[src/rtl/spi_rf_pkg.sv]
// Shared frame geometry helpers and frame-state encoding for the SPI slave register file.
package spi_rf_pkg;

  typedef enum logic [1:0] {
    IDLE,
    ADDR,
    DATA,
    BURST
  } frame_state_e;

  localparam int DEF_ADDR_W = 4;
  localparam int DEF_DATA_W = 11;
  localparam int DATA_LSB   = 0;

  function automatic int frame_w(input int addr_w, input int data_w);
    return 1 + addr_w + data_w;
  endfunction

  function automatic int rw_bit(input int addr_w, input int data_w);
    return frame_w(addr_w, data_w) - 1;
  endfunction

  function automatic int addr_lsb(input int data_w);
    return data_w;
  endfunction

  localparam int DEF_FRAME_W = 1 + DEF_ADDR_W + DEF_DATA_W;

endpackage

[src/rtl/spi_rf_ldb_edge.sv]
// Synchronises the asynchronous active-low load strobe and emits a one-cycle pulse on its falling edge.
module spi_rf_ldb_edge #(
  parameter int LDB_SYNC = 2
) (
  input  logic clk_i,
  input  logic rst_ni,
  input  logic ldb_i,
  output logic ld_pulse_o
);

  logic ldb_s;
  logic prev_q;

  if (LDB_SYNC > 0) begin : g_sync
    logic [LDB_SYNC-1:0] sync_q;

    always_ff @(posedge clk_i or negedge rst_ni) begin
      if (!rst_ni) begin
        sync_q <= '1;
      end else begin
        sync_q[0] <= ldb_i;
        for (int i = 1; i < LDB_SYNC; i++) begin
          sync_q[i] <= sync_q[i-1];
        end
      end
    end

    assign ldb_s = sync_q[LDB_SYNC-1];
  end else begin : g_nosync
    assign ldb_s = ldb_i;
  end

  // A strobe held low fires once: prev_q follows the level so only the transition counts.
  always_ff @(posedge clk_i or negedge rst_ni) begin
    if (!rst_ni) begin
      prev_q <= 1'b1;
    end else begin
      prev_q <= ldb_s;
    end
  end

  assign ld_pulse_o = prev_q & ~ldb_s;

endmodule

[src/rtl/spi_slave_regfile.sv]
// SPI slave register file: per-channel writes, burst reads with auto-increment, and an
// all-channel sensor snapshot triggered by the load strobe.
module spi_slave_regfile
  import spi_rf_pkg::*;
#(
  parameter int NUM_CH   = 16,
  parameter int DATA_W   = DEF_DATA_W,
  parameter int ADDR_W   = DEF_ADDR_W,
  parameter int LDB_SYNC = 2,
  parameter int BURST_EN = 1
) (
  input  logic                     spi_clk,
  input  logic                     rst_n,
  input  logic                     csb,
  input  logic                     mosi,
  output logic                     miso,
  output logic                     miso_oe,
  input  logic                     ldb,
  input  logic [NUM_CH*DATA_W-1:0] sensor_data,
  output logic                     ld_done,
  output logic                     busy,
  output logic [7:0]               frame_err_cnt
);

  localparam int FRAME_W = frame_w(ADDR_W, DATA_W);
  localparam int RW_BIT  = rw_bit(ADDR_W, DATA_W);
  localparam int CNT_W   = $clog2(FRAME_W + 1);

  frame_state_e      state_q;
  logic [CNT_W-1:0]  cnt_q;
  logic [FRAME_W-2:0] sr_q;
  logic [ADDR_W-1:0] addr_q;
  logic              rw_q;
  logic [DATA_W-1:0] sh_q;
  logic              oe_q;
  logic [7:0]        err_q;
  logic              ld_done_q;
  logic [DATA_W-1:0] rf_q [NUM_CH];

  logic [FRAME_W-1:0] frame_d;
  logic [ADDR_W-1:0]  addr_inc_d;
  logic [ADDR_W-1:0]  rd_sel_d;
  logic [DATA_W-1:0]  rd_word_d;
  logic               wr_commit_d;
  logic               ld_pulse;

  spi_rf_ldb_edge #(
    .LDB_SYNC(LDB_SYNC)
  ) u_ldb_edge (
    .clk_i     (spi_clk),
    .rst_ni    (rst_n),
    .ldb_i     (ldb),
    .ld_pulse_o(ld_pulse)
  );

  // frame_d is the frame as it stands including the bit being sampled this edge.
  assign frame_d    = {sr_q, mosi};
  assign addr_inc_d = (addr_q == ADDR_W'(NUM_CH - 1)) ? '0 : addr_q + 1'b1;
  assign rd_sel_d   = (state_q == ADDR) ? frame_d[ADDR_W-1:0] : addr_inc_d;
  assign wr_commit_d = !csb && (state_q == DATA) && !frame_d[RW_BIT]
                       && (cnt_q == CNT_W'(FRAME_W - 1));

  always_comb begin
    rd_word_d = '0;
    for (int i = 0; i < NUM_CH; i++) begin
      if (rd_sel_d == ADDR_W'(i)) rd_word_d = rf_q[i];
    end
  end

  // Snapshot has priority over a same-cycle write commit; out-of-range writes match no entry.
  always_ff @(posedge spi_clk or negedge rst_n) begin
    if (!rst_n) begin
      for (int i = 0; i < NUM_CH; i++) rf_q[i] <= '0;
    end else if (ld_pulse) begin
      for (int i = 0; i < NUM_CH; i++) rf_q[i] <= sensor_data[i*DATA_W +: DATA_W];
    end else if (wr_commit_d) begin
      for (int i = 0; i < NUM_CH; i++) begin
        if (addr_q == ADDR_W'(i)) rf_q[i] <= frame_d[DATA_LSB +: DATA_W];
      end
    end
  end

  always_ff @(posedge spi_clk or negedge rst_n) begin
    if (!rst_n) begin
      state_q   <= IDLE;
      cnt_q     <= '0;
      sr_q      <= '0;
      addr_q    <= '0;
      rw_q      <= 1'b0;
      sh_q      <= '0;
      oe_q      <= 1'b0;
      err_q     <= '0;
      ld_done_q <= 1'b0;
    end else begin
      ld_done_q <= ld_pulse;
      if (csb) begin
        // A frame that never reached its last bit is an abort; completed bursts are not.
        if (state_q != IDLE && state_q != BURST && cnt_q != CNT_W'(FRAME_W) && err_q != 8'hFF) begin
          err_q <= err_q + 1'b1;
        end
        state_q <= IDLE;
        cnt_q   <= '0;
        oe_q    <= 1'b0;
        sh_q    <= '0;
      end else begin
        sr_q <= frame_d[FRAME_W-2:0];
        sh_q <= {sh_q[DATA_W-2:0], 1'b0};
        unique case (state_q)
          IDLE: begin
            state_q <= ADDR;
            cnt_q   <= CNT_W'(1);
          end
          ADDR: begin
            cnt_q <= cnt_q + 1'b1;
            if (cnt_q == CNT_W'(ADDR_W)) begin
              state_q <= DATA;
              rw_q    <= frame_d[ADDR_W];
              addr_q  <= frame_d[ADDR_W-1:0];
              if (frame_d[ADDR_W]) begin
                sh_q <= rd_word_d;
                oe_q <= 1'b1;
              end
            end
          end
          DATA: begin
            if (cnt_q == CNT_W'(FRAME_W - 1)) begin
              if (rw_q && BURST_EN != 0) begin
                state_q <= BURST;
                cnt_q   <= CNT_W'(ADDR_W + 1);
                addr_q  <= addr_inc_d;
                sh_q    <= rd_word_d;
              end else begin
                cnt_q <= CNT_W'(FRAME_W);
                oe_q  <= 1'b0;
              end
            end else if (cnt_q != CNT_W'(FRAME_W)) begin
              cnt_q <= cnt_q + 1'b1;
            end
          end
          BURST: begin
            // The counter loops over the data slots so each pass streams one channel.
            if (cnt_q == CNT_W'(FRAME_W - 1)) begin
              cnt_q  <= CNT_W'(ADDR_W + 1);
              addr_q <= addr_inc_d;
              sh_q   <= rd_word_d;
            end else begin
              cnt_q <= cnt_q + 1'b1;
            end
          end
          default: state_q <= IDLE;
        endcase
      end
    end
  end

  assign miso          = oe_q & sh_q[DATA_W-1];
  assign miso_oe       = oe_q;
  assign busy          = (state_q != IDLE);
  assign ld_done       = ld_done_q;
  assign frame_err_cnt = err_q;

endmodule

[config.mk]
export PLATFORM = sky130hd
export DESIGN_NAME = spi_slave_regfile
export DESIGN_NICKNAME = d
export VERILOG_FILES = /design/src/rtl/spi_rf_pkg.sv /design/src/rtl/spi_rf_ldb_edge.sv /design/src/rtl/spi_slave_regfile.sv
export SDC_FILE = /design/constraint.sdc
export NUM_CORES = 1
export LEC_CHECK = 0
export BUFFER_PORTS_ARGS = -buffer_cell sky130_fd_sc_hd__buf_2
export CORE_ASPECT_RATIO = 1.2
export CORE_MARGIN = 8
export CORE_UTILIZATION = 64
export CTS_BUF_LIST = sky130_fd_sc_hd__clkbuf_4
export DETAILED_ROUTE_END_ITERATION = 10
export PLACE_DENSITY = 0.95
export SYNTH_ARGS = -nofsm -noshare
export SYNTH_HDL_FRONTEND = slang
export SYNTH_SLANG_ARGS = --single-unit
export TNS_END_PERCENT = 20
[constraint.sdc]
create_clock -name spi_clk -period 5.9 [get_ports spi_clk]
set_input_delay 1.18 -clock spi_clk [delete_from_list [all_inputs] [get_ports spi_clk]]
set_output_delay 1.18 -clock spi_clk [all_outputs]
set_load 0.02 [all_outputs]
==> impl_metrics.json, run 1 <==
{
  "status": "finished clean",
  "cts_buffers": 57,
  "clock_path_buffers": 3,
  "power.density_nw_per_um2": 427,
  "ant_nets": 0,
  "synth-seq-cells": 227,
  "antenna_found_initial": 1,
  "multi_input_area_um2": 6430,
  "max_cap_viol_count": 0,
  "cts_tree": "done",
  "cts.sinks": 227,
  "worstPathArrival_ns": 4.36,
  "rows": 56,
  "cts-root-buf": "clkbuf_4",
  "place_congestion": 1.03,
  "wire_per_inst_um": 23.5,
  "die_h_um": 170,
  "cp-start-kind": "register",
  "wl_mm": 42.5,
  "synth_adder_area_share_pct": 1.28,
  "synth_xor_area_share_pct": 0.689,
  "p_leak_nw": 7.51,
  "drt_iter0_markers": 1428,
  "worst_pin_slew_ns": 1.28,
  "die_w_um": 145,
  "layout.nets": 1689,
  "syn_to_final_growth_pct": 12.9,
  "drv_slew": 0,
  "p_total_mw": 6.12,
  "slew_headroom_pct": 15.0,
  "grt_pass1_vias": 11900,
  "cts_setup_buffers": 0,
  "synthSimpleGateAreaFrac_pct": 13.5,
  "die_area_um2": 24600,
  "track_usage_pct": 34.2,
  "holdBufCountCts": 0,
  "grt_overflow": 0,
  "synth_edf_count": 0,
  "synth-main-ff-cell": "dfrtp_1",
  "rsz0062_at_grt": "false",
  "yosysSeqAreaShare_pct": 44.7,
  "setup_viol": 0,
  "coreArea_um2": 19500,
  "clk_pin_slew_worst_paths_ns": 0.07,
  "nFillCells": 1300,
  "firstDrtPassIters": 5,
  "dp_hpwl_mm": 29.1,
  "synth_compound_area_share_pct": 17.2,
  "final_area_um2": 14400,
  "utilization_pct": 73.4,
  "vias": 11700,
  "max-vdd-ir-drop_mv": 0.287,
  "netlist_area_um2": 12700,
  "synthMuxAreaShare_pct": 17.8,
  "critPathCaptureType": "register",
  "cts_resized": 0,
  "numPortBuffers": 192,
  "synth_cell_types": 81,
  "finalHoldViolCount": 0,
  "required_ns": 6.45,
  "ff_latch_area_um2": 5680,
  "synth_warnings": 0,
  "min_path_type": "reg -> reg",
  "start_util_pct": 65.0,
  "insertion_delay_ns": 0.71,
  "critPathMaxFanout": 39,
  "routed_via_density": 6.45,
  "dpl-instance-area_um2": 13600,
  "drive_gt1_share_pct": 22.0,
  "h-tree-depth": 2,
  "fmax_mhz": 262,
  "drc": 0,
  "grt_pass1_wl_mm": 64.6,
  "syn_avg_cell_area_um2": 9.40,
  "synth_top_family_by_area": "multiplexers",
  "pin_count": 193,
  "syn_nets": 1547,
  "grt_max_degree": 138,
  "setup_tns_ns": 0,
  "syn_inst": 1353,
  "fin_crit_ns": 3.82,
  "finClkSkew_ns": 0.0480,
  "crit_type": "reg -> reg",
  "finalCritPeriodShare_pct": 64.7,
  "synthArstFlopShare_pct": 100
}
-- cell usage in the layout, fill, tap and decap left out, types with 5 or more instances in the layout --
cell type  count
nand2_1      258
dfrtp_1      224
o21ai_0      204
mux2i_1      194
buf_2        191
clkbuf_4      79
nor2_1        39
mux2_2        24
a21oi_1       22
inv_1         21
and3_1        19
clkinv_1      19
nand3_1       17
ha_1          13
and2_1        12
o211ai_1      11
a31oi_1       10
o21ai_1       10
o22ai_1       10
a211oi_1       9
buf_4          9
nor3_1         8
o32ai_1        8
o31ai_1        8
o221ai_1       7
clkinv_2       6
a22oi_1        5
nand2b_1       5
xnor2_1        5
xor2_1         5
-- per-layer routing --
layer	global-route usage (%)	share of wire, %	wire length, um
met5	0	0	0
met4	20.8	6.0	2550
met1	42.4	37	15700
met2	53.6	47	20000
met3	7.68	10	4310
-- flip-flops by register name, indices dropped and copies added, names as in the netlist, 2 cells and up --
| register | count |
|---|---|
| sr_q | 15 |
| frame_err_cnt | 8 |
| rf_q | 176 |
| addr_q | 4 |
| u_ldb_edge.g_sync.sync_q | 2 |
| cnt_q | 5 |
| state_q | 2 |
| sh_q | 11 |
-- report_power, final --
group / switching [mW] / internal [mW] / leakage, nW
clock: 0.690 / 0.759 / 0.459
sequential: 0.392 / 1.78 / 2.83
combinational: 1.62 / 0.881 / 4.22
-- cell families (layout without fill, tap and decap cells) --
group / Yosys count / after routing
AND/OR/NAND/NOR: 389 / 389
buffers and inverters: 139 / 330
XOR/XNOR: 10 / 10
multiplexers: 221 / 221
adder cells (fa/ha/maj): 13 / 13
flip-flops: 227 / 227
other: 0 / 1
AO/OA/AOI/OAI: 354 / 354
-- final cells by class --
class | instances | area share, %
clock buffers | 79 | 4.13
clock inverters | 29 | 1.39
diodes | 1 | 0.0174
repair buffers | 201 | 7.24
inverters | 21 | 0.549
flip-flops and latches | 227 | 39.6
well taps | 261 | 2.28
multi-input cells | 987 | 44.8
-- critical path, stage by stage, from the launching register on --
cell	delay, ns
dfrtp_1	0.60
inv_1	0.15
ha_1	0.38
mux2i_4	0.65
buf_4	0.58
mux2_2	0.42
o221ai_1	0.35
o31ai_1	0.16
a211oi_1	0.25
o31ai_1	0.13
-- Yosys cell counts, types with 7 or more instances --
cell / n / area share (%)
nand2_1: 258 / 7.6
clkbuf_1: 65 / 1.9
buf_2: 39 / 1.5
nor2_1: 39 / 1.2
inv_1: 21 / 0.62
mux2i_1: 195 / 15
nor3_1: 8 / 0.31
a21oi_1: 22 / 0.87
a211oi_1: 9 / 0.53
o22ai_1: 10 / 0.49
o32ai_1: 8 / 0.55
o221ai_1: 7 / 0.48
and2_1: 12 / 0.59
and3_1: 19 / 0.94
mux2_2: 24 / 2.1
nand3_1: 17 / 0.67
o211ai_1: 11 / 0.65
o21ai_0: 204 / 8.0
dfrtp_1: 224 / 44
a31oi_1: 10 / 0.49
ha_1: 13 / 1.3
buf_4: 7 / 0.41
o21ai_1: 10 / 0.39
o31ai_1: 8 / 0.47
-- final timing paths --
kind | start | cells after the start | end | slack (ns)
max | addr_q[0] | 9 | sh_q[2] | 2.08
min | u_ldb_edge.g_sync.sync_q[0] | 0 | u_ldb_edge.g_sync.sync_q[1] | 0.36
max reg2reg | addr_q[0] | 9 | sh_q[2] | 2.08
min reg2reg | u_ldb_edge.g_sync.sync_q[0] | 0 | u_ldb_edge.g_sync.sync_q[1] | 0.36
max in group asynchronous | rst_n | 2 | miso_oe | 4.00
min in group asynchronous | rst_n | 1 | rf_q[89] | 0.60
-- metrics by stage --
stage	cells	hold slack, ns	worst slack (ns)
3_3_place_gp	1697	0.348	2.24
5_1_grt	1806	0.360	1.97
2_1_floorplan	1353	0.345	3.16
6_report	1806	0.356	2.08
3_5_place_dp	1697	0.351	2.09
4_1_cts	1805	0.359	2.14
Power figures use the tool's default switching activity.
==> run 2: changes to the inputs <==
--- a/config.mk
+++ b/config.mk
@@ -8,10 +8,10 @@
 export BUFFER_PORTS_ARGS = -buffer_cell sky130_fd_sc_hd__buf_2
 export CORE_ASPECT_RATIO = 1.2
 export CORE_MARGIN = 8
-export CORE_UTILIZATION = 64
+export CORE_UTILIZATION = 60
 export CTS_BUF_LIST = sky130_fd_sc_hd__clkbuf_4
 export DETAILED_ROUTE_END_ITERATION = 10
-export PLACE_DENSITY = 0.95
+export PLACE_DENSITY = 0.91
 export SYNTH_ARGS = -nofsm -noshare
 export SYNTH_HDL_FRONTEND = slang
 export SYNTH_SLANG_ARGS = --single-unit
==> constraint.sdc (replaced) <==
create_clock -name spi_clk -period 3.6 [get_ports spi_clk]
set_input_delay 0.72 -clock spi_clk [delete_from_list [all_inputs] [get_ports spi_clk]]
set_output_delay 0.72 -clock spi_clk [all_outputs]
set_load 0.02 [all_outputs]
==> run 2 against run 1 <==
Maximum frequency is 21% higher; flip-flop and latch count stayed put; routed wire length is 0.20% higher; final area is 1.6% higher; clock skew hardly changed; clock power is 58% higher; count of clock-buffer cells in the layout is 4 higher; via count is 0.19% lower; final cell count is 1.6% higher; non-clock buffer count is 27 higher; worst setup slack worse by 1.6 ns.
==> impl_metrics.json, run 2 (synthesis gave the netlist of run 1 again) <==
{
  "wire_per_inst_um": 23.2,
  "final_cell_mix": "258 x nand2_1, 224 x dfrtp_1, 204 x o21ai_0",
  "antenna_found_initial": 1,
  "clock_path_buffers": 3,
  "cts.sinks": 227,
  "critPathSlowestCell": "dfrtp_1",
  "finalCritPeriodShare_pct": 87.6,
  "die_w_um": 149,
  "track_usage_pct": 32.0,
  "pin_count": 193,
  "cts_setup_buffers": 0,
  "slew_headroom_pct": 29.8,
  "grt_overflow": 0,
  "wl_mm": 42.6,
  "p_leak_nw": 7.65,
  "coreArea_um2": 20900,
  "syn_to_final_growth_pct": 14.7,
  "clk_pin_slew_worst_paths_ns": 0.09,
  "nFillCells": 1570,
  "worstReg2RegEnd": "sh_q[7]",
  "instances_no_fill": 1835,
  "max-vdd-ir-drop_mv": 0.479,
  "numPortBuffers": 192,
  "rsz0062_at_grt": "false",
  "drc": 0,
  "grt_pass1_wl_mm": 65.5,
  "reg2reg_from": "addr_q[0]",
  "holdBufCountCts": 0,
  "max_cap_viol_count": 0,
  "worstPathArrival_ns": 3.69,
  "cts_buffers": 56,
  "place_congestion": 1.02,
  "final_area_um2": 14600,
  "top_register": "rf_q",
  "die_area_um2": 26100,
  "crit_type": "reg -> reg",
  "finalHoldViolCount": 0,
  "required_ns": 4.14,
  "cts_resized": 0,
  "insertion_delay_ns": 0.71,
  "fmax_mhz": 317,
  "cp_cell_sequence": "ha_1 -> a311o_1 -> nand2_2 -> buf_4 -> o21ai_0 -> o21ai_0 -> a211oi_1 -> o31ai_1",
  "critPathMaxFanout": 20,
  "critPathMostFrequentCell": "o21ai_0",
  "status": "finished clean",
  "cp-start-kind": "register",
  "grt_pass1_vias": 12000,
  "largestRegisters": "rf_q (176), sr_q (15), sh_q (11)",
  "min_path_type": "in -> async",
  "cts_tree": "done",
  "grt_max_degree": 129,
  "setup_tns_ns": 0,
  "critPathCaptureType": "register",
  "h-tree-depth": 2,
  "dp.cells": 1733,
  "drt_iter0_markers": 1296,
  "largest_reg_flops": 176,
  "worst_pin_slew_ns": 1.05,
  "die_h_um": 175,
  "drive_gt1_share_pct": 23.7,
  "rows": 58,
  "reg2reg_slack_ns": 0.45,
  "drv_slew": 0,
  "vias": 11600,
  "dp_hpwl_mm": 30.2,
  "power.density_nw_per_um2": 701,
  "layout.nets": 1715,
  "finClkSkew_ns": 0.0484,
  "start_util_pct": 60.8,
  "routed_via_density": 6.34,
  "cts-root-buf": "clkbuf_4",
  "firstDrtPassIters": 6,
  "dpl-instance-area_um2": 13800,
  "ant_nets": 0,
  "r2r_cells": 8,
  "fin_crit_ns": 3.15,
  "setup_viol": 0,
  "utilization_pct": 69.8,
  "mostFrequentLayoutCell": "nand2_1",
  "cp_slowest_stage_delay_ns": 0.60
}
==> run 2: cell count changes in the layout (fill, tap and decap cells not counted) <==
cell	delta
buf_12	+5
buf_4	+22
bufinv_16	-1
clkbuf_4	+4
clkinv_1	-10
clkinv_2	+1
clkinvlp_4	-1
==> run 2: layout make-up <==
class	instances	area [um^2]	area share (%)
timing repair buffer	228	1300	8.94
inverter	21	78.8	0.540
sequential	227	5680	39.0
tap	270	338	2.32
clock buffer	83	623	4.27
clock inverter	18	129	0.884
multi-input combinational	987	6430	44.1
antenna	1	2.50	0.0172
==> run 2: worst max path at each step <==
stage / cells past startpoint / end / slack (ns) / start
floorplan: 10 / sh_q[8] / 1.02 / addr_q[0]
global placement: 6 / rf_q[52] / 0.59 / csb
detailed placement: 6 / rf_q[135] / 0.53 / csb
CTS: 7 / sh_q[5] / 0.55 / addr_q[0]
global route: 7 / sh_q[5] / 0.24 / addr_q[0]
finish: 8 / sh_q[7] / 0.45 / addr_q[0]
==> run 2: critical path, delay by kind of cell, from the launching register on <==
kind | cells | cell delay (ns)
DFF | 1 | 0.60
and+or+nand+nor | 1 | 0.09
AOI/OAI and AO/OA | 5 | 1.45
adders and majority gates | 1 | 0.59
buffers and inverters | 1 | 0.24
==> run 2: routing by layer <==
layer	up-vias	track usage, %	share of wire (%)
li1	5161	-	-
met1	5588	39.2	38
met2	712	50.8	47
met3	170	6.18	8.6
met4	0	20.7	6.7
met5	-	0	0
==> run 2: through the flow <==
stage               setup WS (ns)  hold slack [ns]  power (mW)
floorplan                    1.02            0.345        6.25
global placement            0.594            0.347        7.68
detailed placement          0.531            0.351        7.77
CTS                         0.552           0.0977        10.1
global route                0.243            0.108        10.7
finish                      0.445           0.0779        10.2
==> run 2: power by group <==
group          total, mW  switching, mW  internal, mW
Clock               2.29           1.09          1.20
Combinational       4.41           2.77          1.64
Sequential          3.52          0.609          2.91
